### config.mk
export PLATFORM = sky130hd
export DESIGN_NAME = hazard_stall_unit
export DESIGN_NICKNAME = d
export VERILOG_FILES = /design/src/rtl/hazard_stall_unit.sv
export SDC_FILE = /design/constraint.sdc
export NUM_CORES = 1
export LEC_CHECK = 0
export ABC_AREA = 1
export CAP_MARGIN = 15
export CORE_UTILIZATION = 45
export DETAILED_ROUTE_END_ITERATION = 10
export PLACE_DENSITY = 0.84
export SLEW_MARGIN = 20
export SYNTH_ARGS = -nofsm -noshare
export SYNTH_HDL_FRONTEND = slang
export SYNTH_SLANG_ARGS = --single-unit
export TNS_END_PERCENT = 100
### constraint.sdc
create_clock -name clk -period 2.66 [get_ports clk]
set_clock_uncertainty 0.15 [all_clocks]
set_input_delay 0.798 -clock clk [delete_from_list [all_inputs] [get_ports clk]]
set_output_delay 0.798 -clock clk [all_outputs]
set_load 0.005 [all_outputs]
### src/rtl/hazard_stall_unit.sv
// rtl/hazard_stall_unit.sv - load-use / MDU stall, branch flush and MDU countdown tracking
module hazard_stall_unit #(
    parameter int MDU_LATENCY = 4,
    parameter int CNT_W       = 32
) (
    input  logic             clk,
    input  logic             rst_n,
    input  logic [4:0]       RsAddr_1_to_2,
    input  logic [4:0]       RtAddr_1_to_2,
    input  logic             use_rs_1_to_2,
    input  logic             use_rt_1_to_2,
    input  logic             is_mdu_1_to_2,
    input  logic [4:0]       RdAddr_2_to_3,
    input  logic             Reg_w_2_to_3,
    input  logic             Mem_r_2_to_3,
    input  logic             mdu_start_2_to_3,
    input  logic             branch_taken,
    output logic             pc_write,
    output logic             if_id_write,
    output logic             if_id_flush,
    output logic             id_ex_flush,
    output logic             mdu_busy,
    output logic             mdu_wb_valid,
    output logic [4:0]       mdu_rd,
    output logic             mdu_overlap_err,
    output logic [CNT_W-1:0] stall_cycles
);

    typedef enum logic {S_IDLE, S_BUSY} state_t;

    localparam logic [3:0] CNT_INIT = 4'(MDU_LATENCY - 1);

    state_t           r_state;
    state_t           w_state_nxt;
    logic [3:0]       r_cnt;
    logic [3:0]       w_cnt_nxt;
    logic [4:0]       r_mdu_rd;
    logic [4:0]       w_mdu_rd_nxt;
    logic             r_wb_valid;
    logic             w_wb_valid_nxt;
    logic             r_err;
    logic [CNT_W-1:0] r_stall_cycles;

    logic             w_busy;
    logic             w_load_use;
    logic             w_mdu_haz;
    logic             w_stall;

    assign w_busy = (r_state == S_BUSY);

    // $0 is hardwired, so every address match also requires a nonzero register
    assign w_load_use = Mem_r_2_to_3 && Reg_w_2_to_3 && (RdAddr_2_to_3 != 5'd0) &&
                        ((use_rs_1_to_2 && (RsAddr_1_to_2 == RdAddr_2_to_3)) ||
                         (use_rt_1_to_2 && (RtAddr_1_to_2 == RdAddr_2_to_3)));

    assign w_mdu_haz = w_busy &&
                       ((use_rs_1_to_2 && (RsAddr_1_to_2 != 5'd0) && (RsAddr_1_to_2 == r_mdu_rd)) ||
                        (use_rt_1_to_2 && (RtAddr_1_to_2 != 5'd0) && (RtAddr_1_to_2 == r_mdu_rd)) ||
                        is_mdu_1_to_2);

    // the branch in EX is older than the ID instruction, so it overrides any stall
    assign w_stall = (w_load_use || w_mdu_haz) && !branch_taken;

    assign pc_write        = !w_stall;
    assign if_id_write     = !w_stall;
    assign if_id_flush     = branch_taken;
    assign id_ex_flush     = w_stall || branch_taken;
    assign mdu_busy        = w_busy;
    assign mdu_wb_valid    = r_wb_valid;
    assign mdu_rd          = r_mdu_rd;
    assign mdu_overlap_err = r_err;
    assign stall_cycles    = r_stall_cycles;

    always_comb begin
        w_state_nxt    = r_state;
        w_cnt_nxt      = r_cnt;
        w_mdu_rd_nxt   = r_mdu_rd;
        w_wb_valid_nxt = 1'b0;
        case (r_state)
            S_IDLE: begin
                if (mdu_start_2_to_3) begin
                    w_state_nxt  = S_BUSY;
                    w_cnt_nxt    = CNT_INIT;
                    w_mdu_rd_nxt = RdAddr_2_to_3;
                end
            end
            S_BUSY: begin
                if (r_cnt != 4'd0) begin
                    w_cnt_nxt = r_cnt - 4'd1;
                end else begin
                    w_state_nxt    = S_IDLE;
                    w_wb_valid_nxt = 1'b1;
                end
            end
            default: w_state_nxt = S_IDLE;
        endcase
    end

    always_ff @(posedge clk or negedge rst_n) begin
        if (!rst_n) begin
            r_state        <= S_IDLE;
            r_cnt          <= 4'd0;
            r_mdu_rd       <= 5'd0;
            r_wb_valid     <= 1'b0;
            r_err          <= 1'b0;
            r_stall_cycles <= '0;
        end else begin
            r_state    <= w_state_nxt;
            r_cnt      <= w_cnt_nxt;
            r_mdu_rd   <= w_mdu_rd_nxt;
            r_wb_valid <= w_wb_valid_nxt;
            if (mdu_start_2_to_3 && w_busy) begin
                r_err <= 1'b1;
            end
            if (w_stall && (r_stall_cycles != {CNT_W{1'b1}})) begin
                r_stall_cycles <= r_stall_cycles + CNT_W'(1);
            end
        end
    end

endmodule

# Word-level counts from Yosys, hierarchy flattened
# Cells that the tools add are included.
[classes]
reduce_logical = 26
bitwise_logic = 1
n_eq_ne = 7
n_mux = 8
addsub = 2
[ops]
columns = ["operator", "n"]
rows = [
  ["$add 32x1->32 const B", 1],
  ["$ne 32x32->1 const B", 1],
  ["$eq 5x5->1", 4],
  ["$reduce_bool 5->1", 3],
  ["$logic_and 1x1->1", 13],
  ["$mux 4", 2],
  ["$pmux 4 s2", 1],
  ["$logic_or 1x1->1", 5],
  ["$mux 1", 4],
  ["$reduce_and 2->1", 2],
  ["$reduce_bool 4->1", 1],
  ["$sub 4x1->4 const B", 1],
  ["$logic_not 1->1", 2],
  ["$ne 2x1->1 const B", 1],
  ["$ne 2x2->1 const B", 1],
  ["$pmux 1 s2", 1],
  ["$not 1->1", 1],
]
[word_totals]
reg_bits = 44
in_bits = 24

# Longest topological paths before layout
# Gate-level depths: netlist of run 1.
[logic_depth]
depth_word = 9
mapped_depth = 12
depth_no_buf = 11

# Worst setup path before layout of run 1
# OpenSTA, ideal clock, no wires.
[synth_path]
path_kind = "in2out"
from = "in RdAddr_2_to_3[3]"
to = "out pc_write"
n_path_buf = 2
path_stages = 10
path_slack_ns = -0.130
t_arrival_ns = 1.842
cell_sequence = "inv_1 > o21ai_0 > nor3_1 > nand3_1 > nand2_1 > nand2_1 > nand2_2 > buf_2 > nand2_1 > buf_4"
[synth_between]
elab_chain_len = 7
elab_cells_between_ends = 11
classes_between = "eq/ne: 2; reduce/logical: 9"
[synth_rtl]
columns = ["item", "line", "source"]
rows = [
  ["start: declaration", "13", "input logic [4:0] RdAddr_2_to_3,"],
  ["$eq 5x5->1 (on tied branches)", "53, 54", ""],
  ["$logic_and 1x1->1 (on tied branches)", "53, 54", ""],
  ["$logic_or 1x1->1", "53", "((use_rs_1_to_2 && (RsAddr_1_to_2 == RdAddr_2_to_3)) ||"],
  ["$logic_and 1x1->1 *", "52", "assign w_load_use = Mem_r_2_to_3 && Reg_w_2_to_3 && (RdAddr_2_to_3 != 5'd0) &&"],
  ["$logic_or 1x1->1 *", "62", "assign w_stall = (w_load_use || w_mdu_haz) && !branch_taken;"],
  ["$logic_and 1x1->1 *", "62", ""],
  ["$logic_not 1->1 *", "n/a", ""],
  ["end: declaration", "18", "output logic pc_write,"],
]
# Every way passes the cells marked *; elsewhere a longest branch is shown, timed or not.

# Worst setup path in the final report of run 1
[layout_path]
from = "in RdAddr_2_to_3[3]"
to = "out if_id_write"
[layout_between]
elab_chain_len = 7
elab_cells_between_ends = 11
classes_between = "eq/ne: 2; reduce/logical: 9"
[layout_rtl]
columns = ["item", "line", "source"]
rows = [
  ["$eq 5x5->1 (on tied branches)", "53, 54", ""],
  ["$logic_and 1x1->1 (on tied branches)", "53, 54", ""],
  ["$logic_or 1x1->1", "53", ""],
  ["$logic_and 1x1->1 *", "52", ""],
  ["$logic_or 1x1->1 *", "62", ""],
  ["$logic_and 1x1->1 *", "62", ""],
  ["$logic_not 1->1 *", "65", "assign if_id_write = !w_stall;"],
  ["end: declaration", "19", "output logic if_id_write,"],
]
# Marked as above.

==> flow_summary_export.csv, run 1 <==
group,metric,value,unit
run_status,status,"finished, violations left",
run_status,violations,"DRC, setup timing",
clock_network,cts_hold_buf,0,
clock_network,cts_tree,"yes",
power_and_ir_drop,peakVddDrop,0.000470,V
power_and_ir_drop,power.total,0.00224,W
sta,worst_pin_slew,0.566,ns
die,rows,29,
die,core_area,6460,µm²
grt,grt_max_degree,45,
sta,finalMaxSlewViolations,0,
clock_network,htreeDepth,2,
placement,hpwl,6.04,mm
cells_and_area,nFillCells,603,
yosys,synth_area_leader_cell,"dfrtp_1",
die,io_pins,68,
routing,drt_first_iter_violations,187,
cells_and_area,fin_cells,596,
yosys,synth_seq_cells,44,
routing,wl,8.08,mm
clock_network,clk_latency,0.30,ns
die,fp.dieH,84.3,µm
die,start_util,0.472,
placement,place_ws,-0.812,ns
grt,grt-ovfl-total,0,
grt,grt_pass1_wl,13.8,mm
cells_and_area,postLayoutCellArea,3910,µm²
sta,finalSetupViolations,2,
run,maxCapViolations,0,
sta,finalCriticalPeriod,2.67,ns
clock_network,cts.sinks,44,
routing,ant_nets,0,
yosys,ys_types,30,
clock_network,clk_pin_slew,0.08,ns
yosys,yosysSeqAreaShare,0.362,
grt,grt_usage,0.243,
sta,finalCritPeriodShare,1.00,
yosys,synth_cells,448,
placement,port_buffers,67,
worst_setup_path,required,1.71,ns
yosys,synth_top_cell_area_share,0.362,
power_and_ir_drop,leakage,1.91,nW
grt,grt_pass1_vias,2870,
sta,fmaxAchievable,374,MHz
placement,gp_congestion,0.974,
placement,dpl_cell_area,3790,µm²
clock_network,cts_made_buffers,5,
clock_network,clockRootBuffer,"clkbuf_8",
die,dieArea,7100,µm²
cells_and_area,antennaDiodeCount,0,
routing,num_vias,3172,
worst_setup_path,path_class,"primary input to output pin",
worst_setup_path,start_kind,"primary input",
power_and_ir_drop,pwr_density_cell,572,nW/µm²
hold_path,hp-class,"register to register",
cells_and_area,syn_to_final_growth,28.4,%
yosys,synth_area_leaders,"dfrtp_1 (36%), nand2_1 (19%), nand4_1 (8.2%), inv_1 (6.3%), nor2_1 (5.8%)",
routing,detail_route.first_pass.iterations,8,
worst_setup_path,cp_max_fo,5,
cells_and_area,nNetsFinal,544,
sta,hold_viol,0,
placement,dp.cells,586,
sta,rsz0062_at_grt,"yes",
sta,fin_ws,-0.0118,ns
worst_setup_path,cp-end-kind,"output pin",
yosys,yosysWarnings,0,
worst_setup_path,arrival,1.72,ns
clock_network,clk_path_buf_depth,2,
sta,relSlewSlack,0.623,
cells_and_area,drive_above_1_share,0.131,
yosys,syn-num-nets,474,
yosys,netlist_area,3050,µm²
routing,avgRoutedWirePerCell,13.5,µm
grt,antenna_found_initial,0,
yosys,syn_avg_cell_area,6.80,µm²
routing,drc_errors,4,
routing,avgViaCountPerCell,5.32,
die,fp.dieW,84.3,µm
## worst paths after layout
kind	from	to	slack, ns	cells past startpoint
max in group asynchronous	rst_n	mdu_rd[3]$_DFFE_PN0P_	1.56	2
min in group asynchronous	rst_n	stall_cycles[6]$_DFFE_PN0P_	0.42	2
hold / removal	mdu_overlap_err$_DFFE_PN0P_	mdu_overlap_err$_DFFE_PN0P_	0.32	1
setup reg to reg	stall_cycles[1]$_DFFE_PN0P_	stall_cycles[11]$_DFFE_PN0P_	0.40	10
setup / recovery	RdAddr_2_to_3[3]	if_id_write	-0.01	10
hold reg to reg	mdu_overlap_err$_DFFE_PN0P_	mdu_overlap_err$_DFFE_PN0P_	0.32	1
## Yosys cell counts (all sizes together)
cell,count
o21bai,1
a21oi,3
o22ai,4
nor2,50
clkbuf,5
buf,10
ha,2
o21ai,12
dfrtp,44
clkinv,1
o211ai,1
nand4,41
nor4,1
xor2,17
xnor2,10
nor3,9
a21o,1
nand2,160
nand3,22
inv,54
## final cells by class
class	instances	area, µm²	share of cell area
Clock inverter	3	42.5	0.0109
Tap cell	77	96.3	0.0246
Multi-Input combinational cell	334	1690	0.431
Timing Repair Buffer	78	706	0.180
Clock buffer	5	68.8	0.0176
Inverter	55	209	0.0534
Sequential cell	44	1100	0.282
## cell usage in the layout (no fill, tap or decap), types with 4 or more instances in the layout
cell             Yosys  final
buf_2                5     11
buf_4                3     13
buf_6                2      6
clkbuf_8             0      5
clkdlybuf4s50_1      0     42
dfrtp_1             44     44
dlygate4sd2_1        0      4
inv_1               51     45
inv_2                3      9
nand2_1            158    153
nand2_2              2      6
nand3_1             20     19
nand4_1             40     40
nor2_1              47     46
nor3_1               8      7
o21ai_0             11      9
o22ai_1              4      4
xnor2_1             10     10
xor2_1              17     16
## per-stage QoR
step / TNS, ns / hold WS (ns) / utilization
2_1_floorplan: 0 / 0.301 / -
3_3_place_gp: -14.36 / 0.292 / 0.587
3_5_place_dp: -13.89 / 0.307 / 0.587
4_1_cts: -0.0214 / 0.327 / 0.601
5_1_grt: -0.211 / 0.341 / 0.605
6_report: -0.0235 / 0.322 / 0.605
## registers in the layout (all words and copies together) (netlist names)
register         cells
stall_cycles        32
mdu_rd               5
r_cnt                4
mdu_busy             1
mdu_overlap_err      1
mdu_wb_valid         1
## cell families after synthesis
logic type | Yosys count | synth area share
buf+inv | 70 | 0.0970
simple gates | 283 | 0.415
xor+xnor | 27 | 0.0776
compound gates | 22 | 0.0403
flops | 44 | 0.362
fa+ha+maj | 2 | 0.00822
## repair_timing
item,in CTS,in global routing
setup buffers,2,0
hold endpoints to repair,0,0
pin swaps,16,9
gates resized for setup,107,9
setup endpoints to repair,30,3
## power breakdown
group,internal (W),leakage [nW],switching [W]
clock network,0.000278,0.0541,0.000237
registers,0.000780,0.586,0.000129
logic,0.000366,1.26,0.000447
## critical path, stage by stage
cell and delay (ns):
buf_8 0.10, inv_4 0.07, o21ai_1 0.06, nor3_1 0.20
nand3_1 0.09, nand2_1 0.09, nand2_2 0.07, nand2_2 0.08
nand2_4 0.06, buf_6 0.11
## routing by layer
| layer | wire [µm] | part of all wire | track usage |
|---|---|---|---|
| met4 | 171 | 0.021 | 0.0909 |
| met5 | 0 | 0 | 0 |
| met2 | 3650 | 0.45 | 0.361 |
| met3 | 451 | 0.056 | 0.0462 |
| met1 | 3800 | 0.47 | 0.351 |
Power figures use the tool's default switching activity.
==> run 2, diff against run 1 <==
--- a/config.mk
+++ b/config.mk
@@ -9,7 +9,8 @@
 export CAP_MARGIN = 15
 export CORE_UTILIZATION = 45
 export DETAILED_ROUTE_END_ITERATION = 10
-export PLACE_DENSITY = 0.84
+export DONT_BUFFER_PORTS = 1
+export PLACE_DENSITY = 0.71
 export SLEW_MARGIN = 20
 export SYNTH_ARGS = -nofsm -noshare
 export SYNTH_HDL_FRONTEND = slang
==> constraint.sdc (replaced) <==
create_clock -name clk -period 2.4 [get_ports clk]
set_clock_uncertainty 0.15 [all_clocks]
set_input_delay 0.72 -clock clk [delete_from_list [all_inputs] [get_ports clk]]
set_output_delay 0.72 -clock clk [all_outputs]
set_load 0.005 [all_outputs]
==> flow_summary_export.csv, run 2 (synthesized netlist as in run 1, its figures left out) <==
group,metric,value,unit
cells_and_area,antennaDiodeCount,0,
clock_network,htreeDepth,2,
placement,port_buffers,0,
die,fp.dieW,84.3,µm
power_and_ir_drop,netSwitchingFraction,0.372,
cells_and_area,largest_register_ffs,32,
cells_and_area,layout_common_cells,"nand2_1 (156), inv_1 (46), nor2_1 (45)",
power_and_ir_drop,internal_power,0.00143,W
routing,avgViaCountPerCell,5.35,
power_and_ir_drop,leakage,1.62,nW
clock_network,cts_tree,"yes",
cells_and_area,layout_commonest_cell,"nand2_1",
power_and_ir_drop,pwr-share-comb,0.302,
grt,grt_pass1_vias,2637,
worst_setup_path,cpMostUsedCell,"nand2_1",
sta,hold_viol,0,
die,fp.dieH,84.3,µm
sta,finalMaxSlewViolations,0,
die,dieArea,7100,µm²
routing,avgRoutedWirePerCell,14.0,µm
cells_and_area,nFillCells,633,
worst_setup_path,start_kind,"primary input",
power_and_ir_drop,p_switching,0.000848,W
die,io_pins,68,
placement,dpl_cell_area,3130,µm²
clock_network,cts_made_buffers,5,
worst_setup_path,cp_slowest_cell,"a21oi_1",
grt,grt-ovfl-total,0,
worst_setup_path,cp_max_fo,4,
power_and_ir_drop,peakVddDrop,0.000257,V
sta,relSlewSlack,0.724,
placement,hpwl,5.51,mm
run_status,status,"finished, violations left",
cells_and_area,fin_util,0.509,
die,start_util,0.472,
grt,grt_max_degree,45,
clock_network,cts.sinks,44,
run,maxCapViolations,0,
placement,gp_congestion,0.894,
clock_network,clk_path_buf_depth,2,
run_status,violations,"DRC",
grt,antenna_found_initial,0,
sta,fmaxAchievable,428,MHz
routing,ant_nets,0,
sta,finalCritPeriodShare,0.973,
worst_setup_path,required,1.53,ns
worst_setup_path,worstPathCellList,"inv_1 > nand2_1 > a21oi_1 > nand3_1 > nand2_1 > nand2_1 > nand2_2 > nand2_4",
sta,worst_pin_slew,0.414,ns
routing,drt_first_iter_violations,160,
worst_setup_path,path_class,"primary input to output pin",
worst_setup_path,worst-path-buf-inv,1,
clock_network,clockRootBuffer,"clkbuf_8",
placement,dp.cells,515,
clock_network,clk_latency,0.30,ns
hold_path,hp-class,"primary input to asynchronous set/reset pin",
routing,detail_route.first_pass.iterations,7,
die,rows,29,
worst_setup_path,slowest_delay,0.17,ns
power_and_ir_drop,pwr_density_cell,693,nW/µm²
routing,wl,7.35,mm
routing,drc_errors,10,
routing,num_vias,2808,
cells_and_area,drive_above_1_share,0.0915,
power_and_ir_drop,p_clk_frac,0.249,
grt,grt_usage,0.218,
worst_setup_path,crit_family,"simple AND/OR/NAND/NOR gates",
cells_and_area,multi_input_area,1670,µm²
cells_and_area,postLayoutCellArea,3290,µm²
worst_setup_path,cp-end-kind,"output pin",
cells_and_area,syn_to_final_growth,7.97,%
cells_and_area,register_area,1100,µm²
die,core_area,6460,µm²
cells_and_area,fin_cells,525,
sta,rsz0062_at_grt,"yes",
clock_network,clk_pin_slew,0.08,ns
sta,finalSetupViolations,0,
power_and_ir_drop,seq_power_share,0.449,
worst_setup_path,arrival,1.46,ns
sta,finalCriticalPeriod,2.33,ns
cells_and_area,nNetsFinal,473,
grt,grt_pass1_wl,12.5,mm
run 2: changes by cell type in the layout (fill, tap and decap cells not counted), sizes merged:
| cell | before | now |
|---|---|---|
| buf | 32 | 7 |
| clkdlybuf4s50 | 42 | 0 |
| clkinv | 1 | 2 |
| dlygate4sd2 | 4 | 0 |
| inv | 55 | 54 |
run 2: path summary, 6_finish.rpt:
check	startpoint	slack (ns)	end	depth (start not counted)
setup / recovery	RdAddr_2_to_3[2]	0.07	if_id_write	8
hold / removal	rst_n	0.10	stall_cycles[15]$_DFFE_PN0P_	1
setup reg to reg	stall_cycles[0]$_DFFE_PN0P_	0.22	stall_cycles[27]$_DFFE_PN0P_	9
hold reg to reg	mdu_overlap_err$_DFFE_PN0P_	0.34	mdu_overlap_err$_DFFE_PN0P_	1
max in group asynchronous	rst_n	1.77	mdu_rd[2]$_DFFE_PN0P_	1
min in group clk	mdu_overlap_err$_DFFE_PN0P_	0.34	mdu_overlap_err$_DFFE_PN0P_	1
run 2: worst register-to-register path: stages, from the launching register on:
cell and delay (ns):
dfrtp_1 0.44, ha_1 0.29, nand2_2 0.10, nor2_4 0.17, nand4_2 0.16, nor2_4 0.17
nand3_4 0.16, nand3_4 0.31, nand2_1 0.11, nand2_1 0.07
run 2: final cells by class:
cell class	count	share of cell area
clock buffers	5	0.0209
inverters	55	0.0666
flip-flops and latches	44	0.336
multi-input cells	334	0.508
repair buffers	7	0.0259
well taps	77	0.0293
clock inverters	3	0.0129
run 2: stage by stage:
stage	TNS (ns)	total power [W]	hold WS [ns]	worst slack, ns
2_1_floorplan	-0.0643	0.00154	0.274	-0.0643
3_3_place_gp	0	0.00166	0.275	0.0523
3_5_place_dp	0	0.00167	0.277	0.0165
4_1_cts	0	0.00227	0.108	0.0282
5_1_grt	-0.0529	0.00245	0.109	-0.0265
6_report	0	0.00228	0.101	0.0657
run 2: timing repair:
| item | CTS | global route |
|---|---|---|
| hold buffers | 1 | 0 |
| resized for setup | 0 | 12 |
| buffers inserted | 1 | 0 |
| hold endpoints to repair | 44 | 0 |
| endpoints found under the setup margin | 2 | 9 |
| pin swaps | 1 | 11 |
run 2: per-layer routing:
metal,vias to the layer above,wire length (µm),track usage
li1,1440,-,-
met5,-,0,0
met4,0,78,0.0611
met3,8,617,0.0600
met1,1271,3410,0.295
met2,89,3240,0.342
run 2: power by group through the flow:
stage / logic (W) / registers (W) / clock network [W]
floorplan: 0.000542 / 0.000995 / 0
global placement: 0.000631 / 0.00103 / 0
detailed placement: 0.000647 / 0.00103 / 0
CTS: 0.000678 / 0.00101 / 0.000583
global route: 0.000793 / 0.00104 / 0.000614
finish: 0.000688 / 0.00102 / 0.000567
==> run 3, diff against run 2 <==
--- a/config.mk
+++ b/config.mk
@@ -7,10 +7,11 @@
 export LEC_CHECK = 0
 export ABC_AREA = 1
 export CAP_MARGIN = 15
-export CORE_UTILIZATION = 45
+export CORE_UTILIZATION = 58
 export DETAILED_ROUTE_END_ITERATION = 10
 export DONT_BUFFER_PORTS = 1
-export PLACE_DENSITY = 0.71
+export GPL_TIMING_DRIVEN = 0
+export PLACE_DENSITY = 0.85
 export SLEW_MARGIN = 20
 export SYNTH_ARGS = -nofsm -noshare
 export SYNTH_HDL_FRONTEND = slang
==> flow_summary_export.csv, run 3 (synthesized netlist as in run 1, its figures left out) <==
group,metric,value,unit
die,fp.dieW,74.5,µm
clock_network,cts_made_buffers,5,
clock_network,clockRootBuffer,"clkbuf_8",
worst_setup_path,worstPathCellList,"inv_2 > nand2_1 > nand2_1 > nor2_1 > nand4_1 > nand3_1 > nand2_1 > nand2_2 > nand2_4 > buf_6",
cells_and_area,multi_input_area,1670,µm²
worst_setup_path,cpMostUsedCell,"nand2_1",
worst_setup_path,cp.depth,10,
die,core_area,5070,µm²
grt,grt_pass1_vias,2753,
placement,port_buffers,0,
sta,fmaxAchievable,396,MHz
clock_network,htreeDepth,2,
worst_setup_path,start_kind,"register",
sta,holdWs,0.105,ns
sta,hold_viol,0,
routing,wl_met2,3.53,mm
power_and_ir_drop,peakVddDrop,0.000431,V
run_status,violations,"setup timing",
grt,grt_usage,0.285,
cells_and_area,syn_to_final_growth,8.87,%
routing,wl_met1,3.27,mm
sta,rsz0062_at_grt,"yes",
worst_setup_path,path_class,"register to output pin",
worst_setup_path,cp_slowest_cell,"dfrtp_2",
die,rows,26,
routing,wl,7.62,mm
clock_network,cts_tree,"yes",
die,io_pins,68,
run_status,status,"finished, violations left",
die,start_util,0.600,
worst_setup_path,critPathLaunch,"mdu_rd[0]$_DFFE_PN0P_",
routing,drt_first_iter_violations,192,
placement,gp_congestion,0.995,
cells_and_area,largest_register_ffs,32,
sta,fin_ws,-0.122,ns
clock_network,clk_path_buf_depth,2,
worst_setup_path,reg2reg_depth,14,
grt,grt-ovfl-total,0,
worst_setup_path,worst-path-buf-inv,2,
worst_setup_path,cp-end-kind,"output pin",
power_and_ir_drop,power.total,0.00225,W
clock_network,clk_latency,0.30,ns
worst_setup_path,required,1.53,ns
cells_and_area,drive_above_1_share,0.102,
sta,worst_pin_slew,0.510,ns
routing,avgViaCountPerCell,5.55,
placement,hpwl,5.71,mm
grt,grt_max_degree,45,
sta,finalMaxSlewViolations,0,
cells_and_area,nFillCells,486,
sta,relSlewSlack,0.660,
routing,routed.top_layer,"met4",
cells_and_area,register_area,1110,µm²
power_and_ir_drop,pwr_density_cell,679,nW/µm²
sta,finalCritPeriodShare,1.05,
cells_and_area,layout_common_cells,"nand2_1 (156), nor2_1 (47), inv_1 (46)",
cells_and_area,antennaDiodeCount,0,
worst_setup_path,cp_max_fo,4,
clock_network,cts.sinks,44,
routing,num_vias,2942,
power_and_ir_drop,leakage,1.65,nW
run,maxCapViolations,0,
routing,avgRoutedWirePerCell,14.4,µm
cells_and_area,nNetsFinal,485,
clock_network,clk_pin_slew,0.08,ns
worst_setup_path,reg2reg_slack,0.21,ns
worst_setup_path,timing.rr.start,"mdu_rd[0]$_DFFE_PN0P_",
grt,grt_pass1_wl,12.1,mm
routing,drc_errors,0,
cells_and_area,layout_commonest_cell,"nand2_1",
worst_setup_path,crit_family,"simple AND/OR/NAND/NOR gates",
grt,antenna_found_initial,0,
worst_setup_path,slowest_delay,0.42,ns
worst_setup_path,cp-endpoint,"pc_write",
worst_setup_path,arrival,1.65,ns
sta,finalCriticalPeriod,2.52,ns
hold_path,hp-class,"primary input to asynchronous set/reset pin",
routing,ant_nets,0,
die,fp.dieH,74.5,µm
routing,met3_length,705,µm
die,dieArea,5540,µm²
routing,detail_route.first_pass.iterations,6,
sta,finalSetupViolations,1,
worst_setup_path,reg2reg_to,"stall_cycles[10]$_DFFE_PN0P_",
run 3: changes by cell type in the layout (fill, tap and decap cells not counted), sizes merged:
cell,change
buf,+7
bufinv,-1
clkbuf,+6
clkinv,+1
clkinvlp,-1
run 3: worst min-delay path by stage:
stage	startpoint	slack, ns	to
3_5_place_dp	rst_n	0.28	stall_cycles[6]$_DFFE_PN0P_
6_report	rst_n	0.11	mdu_rd[2]$_DFFE_PN0P_
5_1_grt	rst_n	0.12	stall_cycles[24]$_DFFE_PN0P_
3_3_place_gp	rst_n	0.28	stall_cycles[6]$_DFFE_PN0P_
2_1_floorplan	rst_n	0.27	mdu_busy$_DFF_PN0_
4_1_cts	rst_n	0.11	mdu_rd[2]$_DFFE_PN0P_
run 3: layer usage:
layer / track usage / vias to the layer above
met5: 0 / -
met4: 0.0860 / 0
met3: 0.0867 / 13
met2: 0.466 / 119
met1: 0.364 / 1357
li1: - / 1453
run 3: power breakdown:
group | switching [W] | internal, W | total [W]
registers | 0.000165 | 0.000871 | 0.00104
clock network | 0.000258 | 0.000230 | 0.000488
logic | 0.000452 | 0.000276 | 0.000729
total | 0.000875 | 0.00138 | 0.00225
run 3: layout make-up:
type | count | area share
Tap cell | 70 | 0.0264
Inverter | 55 | 0.0660
Clock inverter | 2 | 0.00302
Multi-Input combinational cell | 334 | 0.502
Sequential cell | 44 | 0.334
Buffer | 14 | 0.0264
Clock buffer | 6 | 0.0249
Timing Repair Buffer | 5 | 0.0174
run 3: through the flow:
step | util | worst slack, ns | setup TNS [ns] | std cells | instance area (µm²)
after global placement | 0.624 | -0.224 | -0.315 | 518 | 3170
final | 0.653 | -0.122 | -0.122 | 530 | 3320
after CTS | 0.651 | -0.142 | -0.160 | 529 | 3300
after detailed placement | 0.624 | -0.247 | -0.361 | 518 | 3170
after floorplan | - | -0.0643 | -0.0643 | 448 | 3080
after global routing | 0.653 | -0.240 | -0.376 | 530 | 3320
run 3: timing repair:
item,in CTS,in global routing
endpoints found under the hold margin,44,0
hold buffers,1,0
endpoints found under the setup margin,2,5
gates resized for setup,3,7
pin swaps,3,6
buffers inserted,2,2
